[config.mk]
export PLATFORM = sky130hd
export DESIGN_NAME = branch_resolve_unit
export DESIGN_NICKNAME = d
export VERILOG_FILES = /design/src/rtl/branch_resolve_unit.sv
export SDC_FILE = /design/constraint.sdc
export NUM_CORES = 1
export LEC_CHECK = 0
export CAP_MARGIN = 20
export CORE_UTILIZATION = 40
export DETAILED_ROUTE_END_ITERATION = 6
export HOLD_SLACK_MARGIN = 0.02
export PLACE_DENSITY = 0.87
export SETUP_SLACK_MARGIN = 0.02
export SLEW_MARGIN = 20
export SYNTH_ARGS = -nofsm -noshare
export SYNTH_HDL_FRONTEND = slang
export SYNTH_SLANG_ARGS = --single-unit
[constraint.sdc]
create_clock -name clk -period 6 [get_ports clk]
set_clock_uncertainty 0.1 [all_clocks]
set_input_delay 0.6 -clock clk [delete_from_list [all_inputs] [get_ports clk]]
set_output_delay 0.6 -clock clk [all_outputs]
set_load 0.005 [all_outputs]
[src/rtl/branch_resolve_unit.sv]
// branch_resolve_unit: ID-stage branch compare with hazard stalls, flush control and saturating perf counters
module branch_resolve_unit (
  input  logic        clk,
  input  logic        rst_n,
  input  logic [1:0]  ID_Branch,
  input  logic [4:0]  ID_Ra,
  input  logic [4:0]  ID_Rb,
  input  logic [31:0] busA,
  input  logic [31:0] busB,
  input  logic [31:0] Mem_ALUout,
  input  logic        BranchForwardA,
  input  logic        BranchForwardB,
  input  logic [4:0]  Ex_Rw,
  input  logic [4:0]  Mem_Rw,
  input  logic        Ex_RegWr,
  input  logic        Ex_MemtoReg,
  input  logic        Mem_RegWr,
  input  logic        Mem_MemtoReg,
  input  logic [31:0] ID_PCplus4,
  input  logic [15:0] ID_Imm16,
  output logic        Stall,
  output logic        PCSrc,
  output logic        IF_Flush,
  output logic [31:0] BranchTarget,
  output logic [15:0] BranchCnt,
  output logic [15:0] TakenCnt,
  output logic [15:0] StallCnt
);
  typedef enum logic {IDLE, HOLD1} state_t;
  state_t r_state, w_next;
  logic [31:0] w_op_a, w_op_b;
  logic [15:0] r_branch_cnt, r_taken_cnt, r_stall_cnt;
  logic w_valid, w_beq, w_bne, w_ex_match, w_mem_match;
  logic w_hz_ex_load, w_hz_ex_alu, w_hz_mem_load, w_hazard, w_resolve, w_taken;
  assign w_op_a = BranchForwardA ? Mem_ALUout : busA;
  assign w_op_b = BranchForwardB ? Mem_ALUout : busB;
  assign w_beq = ID_Branch == 2'b01;
  assign w_bne = ID_Branch == 2'b10;
  assign w_valid = w_beq | w_bne;
  assign w_ex_match = w_valid && Ex_Rw != 5'd0 && (Ex_Rw == ID_Ra || Ex_Rw == ID_Rb);
  assign w_mem_match = w_valid && Mem_Rw != 5'd0 && (Mem_Rw == ID_Ra || Mem_Rw == ID_Rb);
  assign w_hz_ex_load = w_ex_match & Ex_RegWr & Ex_MemtoReg;
  assign w_hz_ex_alu = w_ex_match & Ex_RegWr & ~Ex_MemtoReg;
  assign w_hz_mem_load = w_mem_match & Mem_RegWr & Mem_MemtoReg;
  assign w_hazard = w_hz_ex_load | w_hz_ex_alu | w_hz_mem_load;
  always_comb begin
    w_next = (r_state == IDLE && w_hz_ex_load) ? HOLD1 : IDLE;
    Stall = rst_n & ((r_state == HOLD1) | w_hazard);
    w_resolve = rst_n & (r_state == IDLE) & w_valid & ~w_hazard;
    w_taken = w_resolve & ((w_beq & (w_op_a == w_op_b)) | (w_bne & (w_op_a != w_op_b)));
  end
  assign PCSrc = w_taken;
  assign IF_Flush = w_taken;
  assign BranchTarget = ID_PCplus4 + {{14{ID_Imm16[15]}}, ID_Imm16, 2'b00};
  assign BranchCnt = r_branch_cnt;
  assign TakenCnt = r_taken_cnt;
  assign StallCnt = r_stall_cnt;
  always_ff @(posedge clk or negedge rst_n) begin
    if (!rst_n) begin
      r_state <= IDLE;
      r_branch_cnt <= 16'd0;
      r_taken_cnt <= 16'd0;
      r_stall_cnt <= 16'd0;
    end else begin
      r_state <= w_next;
      if (w_resolve && r_branch_cnt != 16'hFFFF) r_branch_cnt <= r_branch_cnt + 16'd1;
      if (w_taken && r_taken_cnt != 16'hFFFF) r_taken_cnt <= r_taken_cnt + 16'd1;
      if (Stall && r_stall_cnt != 16'hFFFF) r_stall_cnt <= r_stall_cnt + 16'd1;
    end
  end
endmodule

==> results_dict.tcl, run 1 <==
set metrics [dict create \
    grt_pass1_wl_um 28100 \
    finalCritPeriodShare_pct 83.7 \
    mappedNetlistNets 813 \
    combPwrFrac_pct 45.4 \
    synth_most_common_cell "xor2_1" \
    max_freq_mhz 199 \
    pre_cts_ws_ns 0.998 \
    fin_hold_ws_ns 0.302 \
    syn_to_final_growth_pct 53.7 \
    clk_latency_ns 0.29 \
    tightest_slew_ns 0.642 \
    gp_congestion 0.999 \
    synth-seq-cells 49 \
    crit_fanout 15 \
    fin_crit_ns 5.02 \
    vias 5452 \
    crit_type "in2out" \
    cp-end-kind "primary output" \
    netlist_area_mm2 0.00532 \
    place_area_mm2 0.00798 \
    synth_top_flop_cell "dfrtp_1" \
    synthTopCellsByCount "90 x xor2_1, 75 x xnor2_1, 49 x dfrtp_1" \
    htree_num_levels 2 \
    finalSetupViolations 0 \
    synth_area_per_cell_um2 8.81 \
    cp_data_required_time_ns 5.30 \
    die_area_mm2 0.0138 \
    drc 0 \
    switching_share_pct 31.1 \
    yosys.area.top_type "dfrtp_1" \
    drtIter0Drc 278 \
    nets 1062 \
    synth_warnings 0 \
    p_leak_nw 3.40 \
    synth_cell_type_count 62 \
    synthCells 604 \
    synth_enable_flop_cells 0 \
    cts_buffer_depth 2 \
    crit_arrival_ns 4.32 \
    ir_drop_mv 0.294 \
    rsz0062_at_grt "false" \
    power.density_mw_per_mm2 178 \
    pwr-share-clk_pct 25.2 \
    vias_per_cell 5.31 \
    p_switching_w 0.000453 \
    cts-buffers-inserted 5 \
    grt_max_degree 52 \
    r2r_cells 8 \
    stdcell_area_mm2 0.00818 \
    firstDrtPassIters 5 \
    reg2reg_to "TakenCnt[1]$_DFFE_PN0P_" \
    track_usage_pct 25.6 \
    io_buffer_count 252 \
    setup_ws_ns 0.976 \
    dpl.hpwl_um 14900 \
    clk_root_buffer_cell "clkbuf_16" \
    cts_hold_buf 0 \
    p_int_w 0.00100 \
    postCtsSetupBuffers 0 \
    maxCapViolations 0 \
    hold_viol 0 \
    setup_tns_ns 0 \
    seq_area_frac_synth_pct 23.0 \
    r2r_start "TakenCnt[6]$_DFFE_PN0P_" \
    hp-class "in2async" \
    row_count 41 \
    numClockSinks 49 \
    slew_violations 0 \
    startpoint_type "input port" \
    drive_gt1_share_pct 4.80 \
    cts_tree "built" \
    ctsResizeCount 0 \
    overflow 0 \
    path_clk_slew_ns 0.07 \
    grt_pass1_vias 5511 \
    synth_top_area_share_pct 23.0 \
    post_synth_main_area_contributors "dfrtp_1 23%, xor2_1 15%, xnor2_1 12%, ha_1 8.0%, a21oi_1 3.5%" \
    die-width_um 117 \
    slew_headroom_pct 57.2 \
    dieHeight_um 117 \
    wl_per_cell_um 17.4 \
    start_util_pct 41.7 \
    outcome "finished clean" \
    r2r_slack_ns 2.96 \
    ant_nets 0 \
    grt_antenna_before_repair 2 \
    top_level_ports 257 \
    wirelength_um 17900 \
    core_area_mm2 0.0128 \
    async_reset_ff_share_pct 100 \
    seqPwrFrac_pct 29.4 \
]
[how the worst max path moves through the flow]
stage	startpoint	to	slack (ns)	depth (start not counted)
3_3_place_gp	ID_Imm16[15]	BranchTarget[31]	1.12	11
2_1_floorplan	ID_PCplus4[2]	BranchTarget[24]	2.53	10
5_1_grt	ID_Imm16[15]	BranchTarget[29]	0.67	11
4_1_cts	ID_Imm16[15]	BranchTarget[31]	0.99	11
6_report	ID_Imm16[15]	BranchTarget[31]	0.98	11
3_5_place_dp	ID_Imm16[15]	BranchTarget[31]	1.0	11
[power by group through the flow]
stage	combinational [W]	sequential, W	clock, W
2_1_floorplan	0.000293	0.000427	0
3_3_place_gp	0.000650	0.000433	0
3_5_place_dp	0.000658	0.000432	0
4_1_cts	0.000664	0.000428	0.000369
5_1_grt	0.000715	0.000435	0.000384
6_report	0.000661	0.000428	0.000366
[routing by layer]
| metal | up-vias | GRT usage, % | wire (um) | part of all wire, % |
|---|---|---|---|---|
| met2 | 213 | 44.3 | 8530 | 48 |
| li1 | 2674 | - | - | - |
| met5 | - | 0 | 0 | 0 |
| met3 | 37 | 6.13 | 1440 | 8.1 |
| met4 | 0 | 9.90 | 666 | 3.7 |
| met1 | 2528 | 30.4 | 7210 | 40 |
[kinds of logic (layout without fill, tap and decap cells)]
logic type               count (synthesis)  after routing  share of synthesized area (%)
XOR/XNOR                               165            165                           27.2
multiplexers                            20             20                           3.81
AND/OR/NAND/NOR                        187            187                           18.9
flip-flops                              49             49                           23.0
other                                    0              1                              0
AO/OA/AOI/OAI                          118            118                           15.8
buffers and inverters                   30            280                           2.91
adder cells (fa/ha/maj)                 35             35                           8.37
[registers in the layout (all words and copies together), names as in the netlist]
register,count
BranchCnt,16
StallCnt,16
TakenCnt,16
r_state,1
[per-stage QoR]
stage / utilization, % / total power (W) / cells
floorplan: - / 0.000720 / 604
global placement: 62.5 / 0.00108 / 1018
detailed placement: 62.5 / 0.00109 / 1018
CTS: 64.0 / 0.00146 / 1026
global route: 64.0 / 0.00154 / 1026
finish: 64.0 / 0.00145 / 1027
[layout by cell type (no fill, tap or decap), types with 5 or more instances in the layout]
cell type,instances
clkdlybuf4s50_1,251
xor2_1,90
xnor2_1,75
dfrtp_1,49
nand2_1,42
a21oi_1,37
nor2_1,34
ha_1,34
nand4_1,25
nand3_1,23
nor3_1,19
inv_1,18
mux2i_1,18
o21ai_0,17
a21o_1,11
a21oi_2,10
nor4_1,9
o21a_1,8
and3_1,8
clkbuf_16,5
[layout make-up]
| type | instances | area, um^2 |
|---|---|---|
| timing repair buffer | 254 | 2530 |
| clock buffer | 5 | 125 |
| tap | 172 | 215 |
| inverter | 18 | 67.6 |
| antenna | 1 | 2.50 |
| fill | 1027 | 4590 |
| clock inverter | 3 | 68.8 |
| sequential | 49 | 1230 |
| multi-input combinational | 525 | 3940 |
[worst max-delay path: stages]
cell and delay (ns):
clkdlybuf4s50_1 0.75, ha_1 0.54, and4_1 0.25, a221o_1 0.31
a31oi_1 0.29, o21ai_0 0.14, a21oi_1 0.34, o31ai_1 0.19
o21a_1 0.19, a211oi_1 0.18, clkdlybuf4s50_1 0.54
No activity file was read; power rests on OpenSTA's default activity.
==> run 2: changes to the inputs <==
--- a/config.mk
+++ b/config.mk
@@ -6,7 +6,7 @@
 export NUM_CORES = 1
 export LEC_CHECK = 0
 export CAP_MARGIN = 20
-export CORE_UTILIZATION = 40
+export CORE_UTILIZATION = 38
 export DETAILED_ROUTE_END_ITERATION = 6
 export HOLD_SLACK_MARGIN = 0.02
 export PLACE_DENSITY = 0.87
==> constraint.sdc (replaced) <==
create_clock -name clk -period 4.2 [get_ports clk]
set_clock_uncertainty 0.1 [all_clocks]
set_input_delay 0.42 -clock clk [delete_from_list [all_inputs] [get_ports clk]]
set_output_delay 0.42 -clock clk [all_outputs]
set_load 0.005 [all_outputs]
==> results_dict.tcl, run 2 (synthesis gave the netlist of run 1 again) <==
set metrics [dict create \
    grt_pass1_vias 5345 \
    crit_arrival_ns 3.50 \
    fillers 1126 \
    top_level_ports 257 \
    maxCapViolations 0 \
    hold_viol 0 \
    track_usage_pct 23.9 \
    start_util_pct 39.6 \
    setup_tns_ns 0 \
    cp_data_required_time_ns 3.68 \
    grt_pass1_wl_um 27100 \
    max_freq_mhz 248 \
    drc 0 \
    gp_congestion 0.930 \
    clk_latency_ns 0.29 \
    core_area_mm2 0.0135 \
    syn_to_final_growth_pct 54.8 \
    dpl.hpwl_um 15000 \
    clk_root_buffer_cell "clkbuf_16" \
    ir_drop_mv 0.335 \
    finalCritPeriodShare_pct 95.8 \
    ant_nets 0 \
    diodes 0 \
    dieHeight_um 120 \
    crit_fanout 4 \
    vias 5459 \
    htree_num_levels 2 \
    cts_buffer_depth 2 \
    drtIter0Drc 305 \
    slew_headroom_pct 61.0 \
    nets 1072 \
    firstDrtPassIters 5 \
    layout_common_cells "251 x clkdlybuf4s50_1, 90 x xor2_1, 75 x xnor2_1" \
    wl_per_cell_um 17.2 \
    vias_per_cell 5.25 \
    cts_tree "built" \
    slew_violations 0 \
    hp-class "in2async" \
    tightest_slew_ns 0.585 \
    grt_max_degree 49 \
    path_clk_slew_ns 0.06 \
    row_count 42 \
    outcome "finished clean" \
    die_area_mm2 0.0145 \
    utilization_pct 61.3 \
    overflow 0 \
    startpoint_type "input port" \
    layout_commonest_cell "clkdlybuf4s50_1" \
    numClockSinks 49 \
    multiInputGateArea_mm2 0.00395 \
    p_leak_nw 3.44 \
    grt_antenna_before_repair 2 \
    power.density_mw_per_mm2 241 \
    io_buffer_count 252 \
    crit_type "in2out" \
    fin_crit_ns 4.02 \
    register_area_mm2 0.00123 \
    cp-end-kind "primary output" \
    wirelength_um 17800 \
    finalSetupViolations 0 \
    die-width_um 120 \
    cts-buffers-inserted 5 \
    drive_gt1_share_pct 6.02 \
    rsz0062_at_grt "false" \
]
run 2: cell types whose count changed in the layout (fill, tap and decap cells not counted), sizes merged:
| cell | before | now |
|---|---|---|
| clkbuf | 5 | 6 |
| bufinv | 2 | 0 |
| clkinvlp | 0 | 1 |
| dlygate4sd3 | 0 | 1 |
| diode | 1 | 0 |
| buf | 3 | 12 |
run 2: critical path, cell delays in order:
cell,delay [ns]
clkdlybuf4s50_1,0.40
ha_1,0.23
fa_1,0.41
a21o_1,0.17
a21oi_1,0.17
o21a_1,0.17
o21bai_1,0.11
a21oi_1,0.16
buf_4,0.16
o21a_1,0.14
nor3_1,0.05
or3b_2,0.44
clkdlybuf4s50_1,0.47
run 2: area by class of cell:
type                    instances  area share (%)
multi-input cells             525            47.9
repair buffers                264            31.8
flip-flops and latches         49            14.9
well taps                     176            2.67
clock buffers                   6            1.69
inverters                      18           0.820
clock inverters                 2           0.197
run 2: timing repair:
item                                    in CTS  in global routing
resized for setup                            0                  2
buffers inserted                             0                  0
endpoints found under the setup margin       0                  2
endpoints found under the hold margin        1                  0
hold buffers                                 1                  0
run 2: power breakdown:
part	switching (W)	internal, W
combinational	0.000387	0.000573
sequential	0.0000868	0.000527
clock	0.000177	0.000239
run 2: per-stage QoR:
step           std cells  instance area (um^2)  power (W)  hold WS, ns  worst slack (ns)
4_1_cts             1040                  8230    0.00200        0.391             0.166
5_1_grt             1040                  8240    0.00210        0.384            0.0419
3_5_place_dp        1031                  8070    0.00157        0.114             0.168
6_report            1040                  8240    0.00199        0.376             0.175
3_3_place_gp        1031                  8070    0.00156        0.117             0.216
2_1_floorplan        604                  5320    0.00103       0.0244              1.09
run 2: path summary, 6_finish.rpt:
path / slack [ns] / startpoint / cells after the start / endpoint
worst max-delay path: 0.18 / ID_PCplus4[2] / 13 / BranchTarget[24]
worst min-delay path: 0.38 / rst_n / 2 / r_state$_DFF_PN0_
worst max register to register: 1.36 / TakenCnt[6]$_DFFE_PN0P_ / 9 / TakenCnt[2]$_DFFE_PN0P_
worst min register to register: 0.39 / StallCnt[9]$_DFFE_PN0P_ / 1 / StallCnt[9]$_DFFE_PN0P_
max in group asynchronous: 2.88 / rst_n / 3 / TakenCnt[10]$_DFFE_PN0P_
min in group clk: 0.39 / StallCnt[9]$_DFFE_PN0P_ / 1 / StallCnt[9]$_DFFE_PN0P_
run 2: per-layer routing:
layer | vias to the layer above | GRT usage, % | wire length, um
met1 | 2513 | 27.0 | 6920
met5 | - | 0 | 25
met2 | 213 | 42.5 | 8580
li1 | 2690 | - | -
met3 | 39 | 7.69 | 1760
met4 | 4 | 7.18 | 541
